$ cat src/rtl/nbody_step_sequencer_if.sv
// Sequencer bus: software run/ack control, pair issue to the acceleration pipe,
// tagged acceleration return and position-sweep addressing.
interface nbody_step_sequencer_if #(
  parameter int BODIES    = 512,
  parameter int GAP_WIDTH = 16
);
  localparam int BODY_ADDR_WIDTH = $clog2(BODIES);

  logic                       go;
  logic                       ack;
  logic [BODY_ADDR_WIDTH:0]   num_bodies;
  logic [GAP_WIDTH-1:0]       gap;
  logic                       busy;
  logic                       done;
  logic                       first_step;
  logic                       pair_valid;
  logic [BODY_ADDR_WIDTH-1:0] pair_i;
  logic [BODY_ADDR_WIDTH-1:0] pair_j;
  logic                       acc_valid;
  logic [BODY_ADDR_WIDTH-1:0] acc_i;
  logic [BODY_ADDR_WIDTH-1:0] acc_j;
  logic [BODY_ADDR_WIDTH-1:0] pos_rd_addr;
  logic                       pos_wr_en;
  logic [BODY_ADDR_WIDTH-1:0] pos_wr_addr;

  modport master (
    output go, ack, num_bodies, gap,
    input  busy, done, first_step, pair_valid, pair_i, pair_j,
           acc_valid, acc_i, acc_j, pos_rd_addr, pos_wr_en, pos_wr_addr
  );

  modport slave (
    input  go, ack, num_bodies, gap,
    output busy, done, first_step, pair_valid, pair_i, pair_j,
           acc_valid, acc_i, acc_j, pos_rd_addr, pos_wr_en, pos_wr_addr
  );
endinterface

$ cat src/rtl/nbody_step_sequencer.sv
// N-body step sequencer: all-pairs acceleration issue with a latency-matched tag
// line, then a position sweep, repeated for gap steps per software run.
module nbody_step_sequencer #(
  parameter int BODIES          = 512,
  parameter int BODY_ADDR_WIDTH = $clog2(BODIES),
  parameter int ACCL_LATENCY    = 123,
  parameter int ADD_LATENCY     = 20,
  parameter int GAP_WIDTH       = 16
) (
  input logic                   clk,
  input logic                   rst,
  nbody_step_sequencer_if.slave bus
);
  localparam int AW     = BODY_ADDR_WIDTH;
  localparam int WR_LAT = ADD_LATENCY + 1;
  localparam int CNT_W  = $clog2((ACCL_LATENCY > WR_LAT ? ACCL_LATENCY : WR_LAT) + 1);

  typedef enum logic [2:0] {IDLE, ACCEL, ACCEL_DRAIN, POS, POS_DRAIN, DONE} state_t;
  typedef struct packed { logic vld; logic [AW-1:0] i; logic [AW-1:0] j; } tag_t;
  typedef struct packed { logic vld; logic [AW-1:0] addr; } wr_t;

  state_t                    state;
  logic [AW-1:0]             n_last;
  logic [GAP_WIDTH-1:0]      step, step_last;
  logic [CNT_W-1:0]          cnt;
  logic                      rd_vld;
  logic                      abort;
  tag_t [ACCL_LATENCY-1:0]   tag_pipe;
  wr_t  [WR_LAT-1:0]         wr_pipe;

  assign abort = (state inside {ACCEL, ACCEL_DRAIN, POS, POS_DRAIN}) && !bus.go;

  assign bus.acc_valid   = tag_pipe[ACCL_LATENCY-1].vld;
  assign bus.acc_i       = tag_pipe[ACCL_LATENCY-1].i;
  assign bus.acc_j       = tag_pipe[ACCL_LATENCY-1].j;
  assign bus.pos_wr_en   = wr_pipe[WR_LAT-1].vld;
  assign bus.pos_wr_addr = wr_pipe[WR_LAT-1].addr;

  // Tag and write lines run freely; only reset or abort flushes them.
  always_ff @(posedge clk) begin
    if (rst || abort) begin
      tag_pipe <= '0;
      wr_pipe  <= '0;
    end else begin
      tag_pipe[0] <= {bus.pair_valid, bus.pair_i, bus.pair_j};
      for (int k = 1; k < ACCL_LATENCY; k++) tag_pipe[k] <= tag_pipe[k-1];
      wr_pipe[0] <= {rd_vld, bus.pos_rd_addr};
      for (int k = 1; k < WR_LAT; k++) wr_pipe[k] <= wr_pipe[k-1];
    end
  end

  always_ff @(posedge clk) begin
    if (rst) begin
      state          <= IDLE;
      bus.busy       <= 1'b0;
      bus.done       <= 1'b0;
      bus.first_step <= 1'b0;
      bus.pair_valid <= 1'b0;
      bus.pair_i     <= '0;
      bus.pair_j     <= '0;
      bus.pos_rd_addr <= '0;
      rd_vld         <= 1'b0;
      n_last         <= '0;
      step           <= '0;
      step_last      <= '0;
      cnt            <= '0;
    end else if (abort) begin
      state          <= IDLE;
      bus.busy       <= 1'b0;
      bus.first_step <= 1'b0;
      bus.pair_valid <= 1'b0;
      bus.pair_i     <= '0;
      bus.pair_j     <= '0;
      bus.pos_rd_addr <= '0;
      rd_vld         <= 1'b0;
    end else begin
      case (state)
        IDLE: if (bus.go && !bus.ack) begin
          // num_bodies==BODIES wraps to 0 here, so n_last still lands on BODIES-1.
          n_last         <= bus.num_bodies[AW-1:0] - AW'(1);
          step_last      <= (bus.gap == '0) ? '0 : bus.gap - GAP_WIDTH'(1);
          step           <= '0;
          bus.first_step <= 1'b1;
          if (bus.num_bodies == '0) begin
            state    <= DONE;
            bus.done <= 1'b1;
          end else begin
            state          <= ACCEL;
            bus.busy       <= 1'b1;
            bus.pair_valid <= 1'b1;
            bus.pair_i     <= '0;
            bus.pair_j     <= '0;
          end
        end
        ACCEL: begin
          if (bus.pair_i == n_last && bus.pair_j == n_last) begin
            state          <= ACCEL_DRAIN;
            bus.pair_valid <= 1'b0;
            cnt            <= '0;
          end else if (bus.pair_j == n_last) begin
            bus.pair_j <= '0;
            bus.pair_i <= bus.pair_i + AW'(1);
          end else begin
            bus.pair_j <= bus.pair_j + AW'(1);
          end
        end
        // Leave exactly one cycle after the last pair emerges from the tag line.
        ACCEL_DRAIN: begin
          if (cnt == CNT_W'(ACCL_LATENCY - 1)) begin
            state           <= POS;
            rd_vld          <= 1'b1;
            bus.pos_rd_addr <= '0;
          end else begin
            cnt <= cnt + CNT_W'(1);
          end
        end
        POS: begin
          if (bus.pos_rd_addr == n_last) begin
            state  <= POS_DRAIN;
            rd_vld <= 1'b0;
            cnt    <= '0;
          end else begin
            bus.pos_rd_addr <= bus.pos_rd_addr + AW'(1);
          end
        end
        POS_DRAIN: begin
          if (cnt == CNT_W'(WR_LAT - 1)) begin
            bus.first_step <= 1'b0;
            if (step == step_last) begin
              state    <= DONE;
              bus.busy <= 1'b0;
              bus.done <= 1'b1;
            end else begin
              step           <= step + GAP_WIDTH'(1);
              state          <= ACCEL;
              bus.pair_valid <= 1'b1;
              bus.pair_i     <= '0;
              bus.pair_j     <= '0;
            end
          end else begin
            cnt <= cnt + CNT_W'(1);
          end
        end
        DONE: if (bus.ack) begin
          state          <= IDLE;
          bus.done       <= 1'b0;
          bus.first_step <= 1'b0;
        end
        default: state <= IDLE;
      endcase
    end
  end
endmodule

$ cat src/flat_wrapper.sv
// flat-port wrapper written by rule: the top's interface ports become plain ports
module nbody_step_sequencer_flat 
#(
  parameter int BODIES          = 512,
  parameter int BODY_ADDR_WIDTH = $clog2(BODIES),
  parameter int ACCL_LATENCY    = 123,
  parameter int ADD_LATENCY     = 20,
  parameter int GAP_WIDTH       = 16
)
  (clk, rst, bus_go, bus_ack, bus_num_bodies, bus_gap, bus_busy, bus_done, bus_first_step, bus_pair_valid, bus_pair_i, bus_pair_j, bus_acc_valid, bus_acc_i, bus_acc_j, bus_pos_rd_addr, bus_pos_wr_en, bus_pos_wr_addr);
  nbody_step_sequencer_if #(.BODIES(BODIES), .GAP_WIDTH(GAP_WIDTH)) bus_i ();
  input logic clk;
  input logic rst;
  input wire logic [$bits(bus_i.go)-1:0] bus_go;
  input wire logic [$bits(bus_i.ack)-1:0] bus_ack;
  input wire logic [$bits(bus_i.num_bodies)-1:0] bus_num_bodies;
  input wire logic [$bits(bus_i.gap)-1:0] bus_gap;
  output wire logic [$bits(bus_i.busy)-1:0] bus_busy;
  output wire logic [$bits(bus_i.done)-1:0] bus_done;
  output wire logic [$bits(bus_i.first_step)-1:0] bus_first_step;
  output wire logic [$bits(bus_i.pair_valid)-1:0] bus_pair_valid;
  output wire logic [$bits(bus_i.pair_i)-1:0] bus_pair_i;
  output wire logic [$bits(bus_i.pair_j)-1:0] bus_pair_j;
  output wire logic [$bits(bus_i.acc_valid)-1:0] bus_acc_valid;
  output wire logic [$bits(bus_i.acc_i)-1:0] bus_acc_i;
  output wire logic [$bits(bus_i.acc_j)-1:0] bus_acc_j;
  output wire logic [$bits(bus_i.pos_rd_addr)-1:0] bus_pos_rd_addr;
  output wire logic [$bits(bus_i.pos_wr_en)-1:0] bus_pos_wr_en;
  output wire logic [$bits(bus_i.pos_wr_addr)-1:0] bus_pos_wr_addr;
  assign bus_i.go = bus_go;
  assign bus_i.ack = bus_ack;
  assign bus_i.num_bodies = bus_num_bodies;
  assign bus_i.gap = bus_gap;
  assign bus_busy = bus_i.busy;
  assign bus_done = bus_i.done;
  assign bus_first_step = bus_i.first_step;
  assign bus_pair_valid = bus_i.pair_valid;
  assign bus_pair_i = bus_i.pair_i;
  assign bus_pair_j = bus_i.pair_j;
  assign bus_acc_valid = bus_i.acc_valid;
  assign bus_acc_i = bus_i.acc_i;
  assign bus_acc_j = bus_i.acc_j;
  assign bus_pos_rd_addr = bus_i.pos_rd_addr;
  assign bus_pos_wr_en = bus_i.pos_wr_en;
  assign bus_pos_wr_addr = bus_i.pos_wr_addr;
  nbody_step_sequencer #(.BODIES(BODIES), .BODY_ADDR_WIDTH(BODY_ADDR_WIDTH), .ACCL_LATENCY(ACCL_LATENCY), .ADD_LATENCY(ADD_LATENCY), .GAP_WIDTH(GAP_WIDTH)) u_core (.clk(clk), .rst(rst), .bus(bus_i));
endmodule
$ cat config.mk
export PLATFORM = sky130hd
export DESIGN_NAME = nbody_step_sequencer_flat
export DESIGN_NICKNAME = d
export VERILOG_FILES = /design/src/rtl/nbody_step_sequencer_if.sv /design/src/rtl/nbody_step_sequencer.sv /design/src/flat_wrapper.sv
export SDC_FILE = /design/constraint.sdc
export NUM_CORES = 2
export LEC_CHECK = 0
export CORE_MARGIN = 2
export CORE_UTILIZATION = 60
export DETAILED_ROUTE_END_ITERATION = 12
export HOLD_SLACK_MARGIN = 0.08
export MAX_ROUTING_LAYER = met4
export PLACE_DENSITY = 0.77
export SLEW_MARGIN = 20
export SYNTH_ARGS = -nofsm -noshare
export SYNTH_HDL_FRONTEND = slang
export SYNTH_SLANG_ARGS = --single-unit
$ cat constraint.sdc
create_clock -name clk -period 2.2 [get_ports clk]
set_input_delay 0.44 -clock clk [delete_from_list [all_inputs] [get_ports clk]]
set_output_delay 0.44 -clock clk [all_outputs]
set_load 0.005 [all_outputs]
After elaboration in Yosys (flattened, before gate mapping)
Cells that the tools add are included.
Storage, ports and cells
  register bits after elaboration: 2630
  output and inout port bits: 60
Operators by class
  add/subtract/negate cells: 7
  equal/unequal tests: 26
  multiplexer cells: 53
  bitwise gates (word level): 1
  reductions and logical operators: 27
Operators with widths (count)
  $mux W9: 10
  $mux W16: 4
  $pmux W9 S3: 2
  $pmux W16 S2: 1
  $mux W7: 4
  $pmux W7 S4: 1
  $add A9 B1 Y9 const B: 3
  $eq A9 B9 Y1: 3
  $ne A2 B2 Y1 const B: 13
  $mux W3: 8
  $reduce_and A6 Y1: 4
  $pmux W3 S6: 1
  $pmux W9 S2: 1
  $add A16 B1 Y16 const B: 1
  $eq A16 B16 Y1: 1
  $logic_not A16 Y1: 1
  $mux W1: 16
  $sub A16 B1 Y16 const B: 1
  $reduce_and A7 Y1: 2
  $logic_not A10 Y1: 1
  $reduce_and A5 Y1: 2
  $pmux W1 S3: 3
  $reduce_and A3 Y1: 3
  $sub A9 B1 Y9 const B: 1
  other kinds (18): 27

Depth between registers and ports, before layout
  depth after elaboration: 5
  gate-level depth with buffers: 10
  gate-level depth less buffers: 8

Least setup slack after synthesis
No wires, ideal clock.
  path kind: reg-to-reg
  start point: reg u_core.cnt[0]
  end point: reg u_core.bus.pair_j[5]
  setup time: 139 ps
  arrival time: 1762 ps
  required time: 2061 ps
  path slack: 299 ps
  stages on the path, launching flop included: 8
  path buffers: 0
  period minus slack after synthesis: 1901 ps
  cells stage by stage: dfxtp_1 > inv_1 > ha_1 > nand2b_1 > o41ai_1 > o211ai_2 > a21oi_4 > a311oi_2
Between the ends
  cells in the longest elaborated chain, start to end: 3
Ends and longest elaborated chain
  from (decl): RTL line nbody_step_sequencer.sv:25  | logic [CNT_W-1:0] cnt;
  from (signal assigned): RTL line nbody_step_sequencer.sv:114  | cnt <= cnt + CNT_W'(1);
  from (signal assigned): RTL line nbody_step_sequencer.sv:141  | cnt <= cnt + CNT_W'(1);
  $eq A7 B5 Y1: RTL line nbody_step_sequencer.sv:127  | if (cnt == CNT_W'(WR_LAT - 1)) begin
  $ne A2 B2 Y1 (no source line)
  $reduce_and A6 Y1 (no source line)
  to (signal assigned): RTL line nbody_step_sequencer.sv:104  | bus.pair_j <= bus.pair_j + AW'(1);
  to (decl): RTL line nbody_step_sequencer_if.sv:34  | output busy, done, first_step, pair_valid, pair_i, pair_j,
No other way between the ends.
A chain may end at the register's enable or synchronous reset.

Final worst setup path
  start point: reg u_core.bus.pair_i[4]
  end point: out bus_pair_i[4]
RTL lines
  from (decl): RTL line nbody_step_sequencer_if.sv:34
  from (signal assigned): RTL line nbody_step_sequencer.sv:102  | bus.pair_i <= bus.pair_i + AW'(1);
  to (decl): RTL line flat_wrapper.sv:22  | output wire logic [$bits(bus_i.pair_i)-1:0] bus_pair_i;
No word-level cell between the ends.

==> metrics.cfg <==
[sta]
finalHoldViolCount=0
slew_headroom=0.6555
setup_viol=0
final.period_utilization=0.9626
period_needed_ps=2118
tightest_slew_ps=511.2
rsz0062_at_grt=yes
slew_viol_final=0
fmax_ghz=0.4722
setup_tns_ps=0
fin_skew_ps=23.15

[worst_setup_path]
cp_max_fo=5
r2r_slack_ps=100
crit_cells=1
crit_family=buffers and inverters
crit_chain=clkdlybuf4s50_1
critPathLaunch=u_core.bus.pair_i[4]
crit_end=bus_pair_i[4]
critPathLaunchType=register
cp.required_ps=1760
r2r-start=u_core.n_last[5]
critPathKind=register to primary output
worst_path_max_delay_cell=clkdlybuf4s50_1
r2r_end=u_core.cnt[2]
r2r_cells=6
max_stage_delay_ps=500
crit_path_end_kind=primary output
crit_arrival_ps=1680
crit_buf_inv=1

[placed_design]
hpwl_um=45320
portBuffers=89
post-place-cells=7507
gp_congestion=0.8108

[job]
maxCapViolCount=0

[cts]
clk_pin_slew_worst_paths_ps=60
clock_latency_ps=800
cts_sinks=2630
htreeDepth=4
cts_tree=done
cts-buffers-inserted=229
ctsRootBufferMaster=clkbuf_16
clk_path_buf_depth=3

[drt]
via_count=35520
wl_per_cell_um=11.27
drt-total-wl_um=89330
viasPerCell=4.480
drc=0
drt-pass1-iter-count=4
first_iter_violations=1699
drtAntennaViolNets=0

[global_routing]
grt-ovfl-total=0
grt_pass1_vias=34340
grt_pass1_wl_um=157900
grt_max_degree=168
track_usage=0.1502
grt_antenna_before_repair=0

[logic_synthesis]
synth_area_leader_cell=dfxtp_1
synthXorXnorAreaFrac=0.008252
synthArstFlopShare=0
synth_area_um2=73240
synth_top_family_by_area=simple AND/OR/NAND/NOR gates
synthAdderAreaFrac=0.001879
syn_inst=6006
netlist_top_cells_area=dfxtp_1 72%, and2_1 22%, clkbuf_1 1.3%, buf_4 0.53%, xor2_1 0.44%
synth_ff_type=dfxtp_1
yosys_warnings=0
ys_ff_latch=2630
synth_top_area_frac=0.7189
synth_compound_area_frac=0.01394
synthMuxAreaShare=0.0001367
synth_commonest_cells=2630 x dfxtp_1, 2542 x and2_1, 260 x clkbuf_1
syn_nets=6047
synth_cell_type_count=76
synth_edf_count=0
yosysSeqAreaShare=0.7189
yosysMostFrequentCell=dfxtp_1
syn_avg_cell_area_um2=12.19
synth-simple-area-share=0.2356

[floorplan]
core-area_um2=121400
io_pins=90
start_util=0.6033
die_w_um=353.4
die_y_um=353.4
rows=128
die_area_um2=124900

[hold_path]
min_path_type=primary input to register

[power]
power.density_nw_per_um2=1100
total_leakage_power_uw=0.03483
ir_worst_vdd_uv=824.9
pwr-share-seq=0.521
swShare=0.2177
p_int_uw=72080
combPwrFrac=0.051
clkPwrFrac=0.428
p_sw_uw=20060

[run_status]
outcome=finished, final reports clean

[layout]
n_antenna_cell=0
layout-area-overhead-vs-synth_pct=14.42
final.fill_count=8537
final_nets=6162
final_cells=7929
drive_gt1_frac=0.08931

[power by group through the flow]
stage                     logic [uW]  clock network, uW  registers, uW
after floorplan                 3350                  0          48900
after global placement          4610                  0          49000
after detailed placement        4690                  0          49000
after CTS                       4710              40500          47900
after global routing            5430              42500          47900
final                           4710              39500          48000
[state kept, by name, summed over array words and instances (netlist names), 16 cells and up]
signal            cells
u_core.wr_pipe      200
u_core.step_last     16
u_core.step          16
u_core.tag_pipe    2318
[kinds of logic (layout without fill, tap and decap cells)]
group / Yosys count / in the layout
flip-flops: 2630 / 2630
adder cells (fa/ha/maj): 11 / 11
buffers and inverters: 356 / 654
AND/OR/NAND/NOR: 2788 / 2788
multiplexers: 1 / 1
XOR/XNOR: 69 / 69
AO/OA/AOI/OAI: 151 / 151
[through the flow]
| step | utilization | setup WS, ps | hold slack, ps | total power [uW] | area (um^2) |
|---|---|---|---|---|---|
| 2_1_floorplan | - | 299.1 | 405.7 | 52270 | 73240 |
| 3_3_place_gp | 0.6254 | -294.0 | 407.4 | 53620 | 75920 |
| 3_5_place_dp | 0.6254 | -289.3 | 409.7 | 53700 | 75920 |
| 4_1_cts | 0.6894 | 2.050 | 238.8 | 93190 | 83690 |
| 5_1_grt | 0.6903 | -25.46 | 323.5 | 95830 | 83800 |
| 6_report | 0.6903 | 82.38 | 305.9 | 92150 | 83800 |
[worst min-delay path by stage]
stage	endpoint	slack [ps]	startpoint	cells past startpoint
5_1_grt	u_core.n_last[3]	320	bus_num_bodies[3]	3
3_5_place_dp	u_core.tag_pipe[1344]	410	u_core.tag_pipe[1325]	1
3_3_place_gp	u_core.tag_pipe[1920]	410	u_core.tag_pipe[1901]	1
6_report	u_core.n_last[3]	310	bus_num_bodies[3]	3
2_1_floorplan	u_core.bus.acc_i[0]	410	u_core.tag_pipe[2308]	1
4_1_cts	u_core.n_last[3]	240	bus_num_bodies[3]	3
[routing by layer]
layer / share of wire / GRT usage / wire, um
met1: 0.49 / 0.1986 / 44060
met2: 0.44 / 0.2255 / 39400
met3: 0.037 / 0.03142 / 3286
met4: 0.029 / 0.06221 / 2581
met5: 0 / - / 0
[layout make-up]
class                   instances  area [um^2]  share of cell area
multi-input cells            3020        19050              0.2274
repair buffers                217         2223             0.02653
flip-flops and latches       2630        52700              0.6290
inverters                      23        86.33            0.001030
clock inverters                76        922.1             0.01100
clock buffers                 338         6773             0.08082
well taps                    1625         2033             0.02426
[cell usage in the layout (no fill, tap or decap), types with 22 or more instances in the layout]
cell type and n:
dfxtp_1 2599, and2_1 2542, clkbuf_16 232, buf_4 96, clkdlybuf4s50_1 67, clkbuf_8 59
nor2_1 51, clkbuf_1 48, nand2_1 47, clkinv_2 39, a21oi_1 38, xor2_1 37
nand3_1 33, o21ai_0 33, xnor2_1 32, dfxtp_2 25, inv_1 22, dlygate4sd2_1 22
[what timing repair did]
item                                    CTS  global route
endpoints found under the setup margin   49          1693
hold buffers                              0             0
resized for setup                        58            16
endpoints found under the hold margin     0             0
cloned                                    0             1
setup buffers                             5             2
pin swaps                                 1             6
Note: power is estimated with default switching activity, not from simulation.
